<file path="config.mk">
export PLATFORM = sky130hd
export DESIGN_NAME = toggle_burst_sched
export DESIGN_NICKNAME = d
export VERILOG_FILES = /design/src/rtl/toggle_burst_sched.sv
export SDC_FILE = /design/constraint.sdc
export NUM_CORES = 1
export LEC_CHECK = 0
export CAP_MARGIN = 40
export CORE_MARGIN = 1
export CORE_UTILIZATION = 39
export DETAILED_ROUTE_END_ITERATION = 10
export PLACE_DENSITY = 0.84
export SYNTH_ARGS = -nofsm -noshare
export SYNTH_HDL_FRONTEND = slang
export SYNTH_SLANG_ARGS = --single-unit
</file>
<file path="constraint.sdc">
create_clock -name clk -period 1.7 [get_ports clk]
set_clock_uncertainty 0.05 [all_clocks]
set_input_delay 0.34 -clock clk [delete_from_list [all_inputs] [get_ports clk]]
set_output_delay 0.34 -clock clk [all_outputs]
set_load 0.01 [all_outputs]
</file>
<file path="src/rtl/toggle_burst_sched.sv">
// Round-robin burst scheduler: the granted requester receives a burst of N toggles
// on sig1 (rising-edge domain), mirrored half a cycle later on sig2 (falling-edge domain).
module toggle_burst_sched #(
  parameter int NREQ = 4,
  parameter int CW   = 8
) (
  input  logic                      clk,
  input  logic                      rst,
  input  logic [NREQ-1:0]           req,
  input  logic [NREQ*CW-1:0]        len,
  output logic [NREQ-1:0]           gnt,
  output logic [$clog2(NREQ)-1:0]   owner,
  output logic                      busy,
  output logic                      done,
  output logic                      sig1,
  output logic                      sig2
);

  localparam int OW = $clog2(NREQ);

  typedef enum logic [1:0] {S_IDLE, S_RUN, S_DONE} state_t;

  state_t          r_state;
  logic [NREQ-1:0] r_gnt;
  logic [OW-1:0]   r_owner;
  logic [OW-1:0]   r_last;
  logic [CW-1:0]   r_cnt;
  logic            r_busy;
  logic            r_done;
  logic            r_tog_en;
  logic            r_sig1;
  logic            r_sig2;

  logic [CW-1:0]   w_len [NREQ];
  logic [OW-1:0]   w_win;
  logic            w_any;

  generate
    for (genvar gi = 0; gi < NREQ; gi++) begin : g_len
      assign w_len[gi] = len[gi*CW +: CW];
    end
  endgenerate

  // Round-robin search beginning one past the previous grantee.
  always_comb begin : arb
    logic [OW:0] idx;
    logic        found;
    idx   = '0;
    found = 1'b0;
    w_win = '0;
    w_any = |req;
    for (int k = 1; k <= NREQ; k++) begin
      idx = {1'b0, r_last} + (OW+1)'(k);
      if (idx >= (OW+1)'(NREQ)) idx = idx - (OW+1)'(NREQ);
      if (!found && req[idx[OW-1:0]]) begin
        found = 1'b1;
        w_win = idx[OW-1:0];
      end
    end
  end

  always_ff @(posedge clk) begin
    if (rst) begin
      r_state  <= S_IDLE;
      r_gnt    <= '0;
      r_owner  <= '0;
      r_last   <= OW'(NREQ-1);
      r_cnt    <= '0;
      r_busy   <= 1'b0;
      r_done   <= 1'b0;
      r_tog_en <= 1'b0;
      r_sig1   <= 1'b0;
    end else begin
      r_done <= 1'b0;
      case (r_state)
        S_IDLE: begin
          if (w_any) begin
            r_gnt   <= {{(NREQ-1){1'b0}}, 1'b1} << w_win;
            r_owner <= w_win;
            r_last  <= w_win;
            r_cnt   <= w_len[w_win];
            r_busy  <= 1'b1;
            r_state <= S_RUN;
          end
        end
        S_RUN: begin
          if (r_cnt != '0) begin
            r_sig1   <= ~r_sig1;
            r_cnt    <= r_cnt - 1'b1;
            r_tog_en <= 1'b1;
          end else begin
            r_tog_en <= 1'b0;
            r_state  <= S_DONE;
          end
        end
        S_DONE: begin
          r_done  <= 1'b1;
          r_gnt   <= '0;
          r_busy  <= 1'b0;
          r_state <= S_IDLE;
        end
        default: r_state <= S_IDLE;
      endcase
    end
  end

  // Falling-edge follower: each registered toggle enable produces one sig2 edge.
  always_ff @(negedge clk) begin
    if (rst) r_sig2 <= 1'b1;
    else if (r_tog_en) r_sig2 <= ~r_sig2;
  end

  assign gnt   = r_gnt;
  assign owner = r_owner;
  assign busy  = r_busy;
  assign done  = r_done;
  assign sig1  = r_sig1;
  assign sig2  = r_sig2;

endmodule

</file>
==> flow_summary.json <==
{
  "drc_errors": 0,
  "setup_viol": 6,
  "grt_start_max_net_pins": 25,
  "hold_viol_final": 0,
  "slew_viol_final": 0,
  "final_cell_mix": "clkdlybuf4s50_1, nor2_1, buf_4",
  "drive_gt1_frac": 0.289,
  "drv_cap": 0,
  "drt_wl_total_um": 3960,
  "worst_slack_ns": -0.342,
  "io_pins": 48,
  "met2_length_um": 1940,
  "yosysWarnings": 0,
  "crit_buf_inv": 1,
  "clockBufferDepth": 2,
  "swShare": 0.396,
  "synth-edff-count": 0,
  "status": "finished with violations",
  "clock_latency_ns": 0.32,
  "tns_ns": -0.644,
  "grt_overflow_total": 0,
  "place_congestion": 0.923,
  "portBuffers": 47,
  "cts_tree": "built",
  "clockRootBuffer": "clkbuf_4",
  "wl_met1_um": 1730,
  "slew-limit-headroom": 0.729,
  "post-place-ws_ns": -0.567,
  "critPathMaxStageDelay_ns": 0.31,
  "final_antenna_net_count": 0,
  "p_sw_mw": 1.11,
  "crit_family": "flip-flops",
  "met3_length_um": 221,
  "hold_path_class": "reg2reg",
  "track_usage": 0.212,
  "pwr-share-comb": 0.611,
  "wl_per_cell_um": 14.5,
  "p_int_mw": 1.70,
  "drt_first_iter_violations": 95,
  "antenna_found_initial": 0,
  "power_density_nw_per_um2": 1230,
  "antenna-diode-count": 0,
  "grt_pass1_wl_um": 5890,
  "ctsHtreeMaxLevel": 1,
  "share_seq_of_total_power": 0.292,
  "worstMarginPinSlew_ns": 0.406,
  "p_leak_nw": 0.928,
  "synth.ff_latch_count": 23,
  "syn-num-nets": 195,
  "firstDrtPassIters": 4,
  "numCtsBuffers": 3,
  "start_util": 0.411,
  "worstPathCellList": "buf_6",
  "nets": 269,
  "clock-sinks": 23,
  "dieHeight_um": 61.8,
  "grt_pass1_vias": 1409,
  "maxUsedRoutingLayer": "met4",
  "syn_inst": 155,
  "dieWidth_um": 61.8,
  "dieArea_um2": 3810,
  "cp-end-kind": "output port",
  "ys.flop_type": "dfxtp_1",
  "core_area_um2": 3390,
  "crit_fanout": 2,
  "syn_area_um2": 1390,
  "async_flop_share": 0,
  "avgSynthCellArea_um2": 8.98,
  "violations": "negative setup slack",
  "rsz0062_at_grt": "true",
  "p_clk_frac": 0.097,
  "ir_drop_mv": 0.647,
  "dp_hpwl_um": 2750,
  "clk_pin_slew_ns": 0.13,
  "arrival_ns": 1.65,
  "syn_to_final_growth_pct": 64.3,
  "cp_slowest_cell": "dfxtp_2",
  "vias_per_cell": 5.35,
  "rows": 21,
  "synth.distinct_cells": 47,
  "crit_type": "reg2out",
  "vias": 1466,
  "cp.required_ns": 1.31,
  "yosysSeqAreaShare": 0.331,
  "cp-start-kind": "register",
  "layout_commonest_cell": "clkdlybuf4s50_1"
}
==> synthesized netlist by cell type, types with 3 or more instances <==
cell	count	area share
nor3_1	5	0.018
nand2b_1	6	0.027
nand2_1	8	0.022
a32oi_1	4	0.025
o21ai_0	3	0.011
inv_1	3	0.0081
mux2i_1	15	0.11
clkbuf_1	4	0.011
a211o_1	3	0.019
nand3_1	5	0.018
a211oi_2	3	0.027
dfxtp_1	23	0.33
nor2_1	23	0.062
a21oi_1	8	0.029
==> kinds of logic (layout without fill, tap and decap cells) <==
| logic type | count (synthesis) | in the layout | synth area share |
|---|---|---|---|
| AND/OR/NAND/NOR | 55 | 55 | 0.198 |
| adder cells (fa/ha/maj) | 2 | 2 | 0.0180 |
| buffers and inverters | 14 | 87 | 0.0548 |
| AO/OA/AOI/OAI | 40 | 40 | 0.232 |
| multiplexers | 18 | 18 | 0.148 |
| flip-flops | 23 | 23 | 0.331 |
| XOR/XNOR | 3 | 3 | 0.0189 |
==> registers in the layout, summed over array words and instances (netlist names) <==
| signal | cells |
|---|---|
| r_state | 2 |
| r_cnt | 8 |
| sig1 | 1 |
| done | 1 |
| busy | 1 |
| r_last | 2 |
| sig2 | 1 |
| r_tog_en | 1 |
| gnt | 4 |
| owner | 2 |
==> through the flow <==
stage	util	hold WS (ns)	power, mW	instance area (um^2)	std cells
final	0.675	0.432	2.82	2290	274
after global routing	0.675	0.462	2.99	2290	274
after CTS	0.653	0.438	2.70	2210	273
after global placement	0.618	0.392	2.30	2090	267
after detailed placement	0.618	0.419	2.33	2090	267
after floorplan	-	0.400	1.71	1400	155
==> per-layer routing <==
layer,vias to the layer above,track usage
met4,0,0.0794
met1,684,0.255
met5,-,0
met2,55,0.375
li1,716,-
met3,11,0.0393
==> final timing paths <==
kind         cells past startpoint  startpoint  slack, ns        to
min reg2reg                      2        busy       0.43      busy
min                              2        busy       0.43      busy
max reg2reg                      5   r_last[1]      -0.14  r_cnt[1]
max                              1        sig2      -0.34      sig2
==> layout make-up <==
type / count / area, um^2
Clock inverter: 2 / 8.76
Tap cell: 46 / 57.6
Multi-Input combinational cell: 118 / 950
Sequential cell: 23 / 467
Fill cell: 262 / 1100
Timing Repair Buffer: 78 / 763
Clock buffer: 3 / 22.5
Inverter: 4 / 20.0
==> power by group through the flow <==
stage / Sequential, mW / Combinational, mW / Clock, mW
2_1_floorplan: 0.837 / 0.868 / 0.00736
3_3_place_gp: 0.814 / 1.48 / 0.00736
3_5_place_dp: 0.819 / 1.51 / 0.00736
4_1_cts: 0.812 / 1.62 / 0.270
5_1_grt: 0.834 / 1.86 / 0.302
6_report: 0.821 / 1.72 / 0.274
==> worst min-delay path, delay by kind of cell, from the launching register on <==
family,cells,cell delay [ns]
AOI/OAI and AO/OA,1,0.06
DFF,1,0.34
and+or+nand+nor,1,0.05
==> what timing repair did <==
item	in CTS	in global routing
pin swaps	8	10
cloned	1	0
hold buffers	0	0
setup endpoints to repair	15	13
resized for setup	27	18
buffers inserted	1	2
No activity file was read; power rests on OpenSTA's default activity.
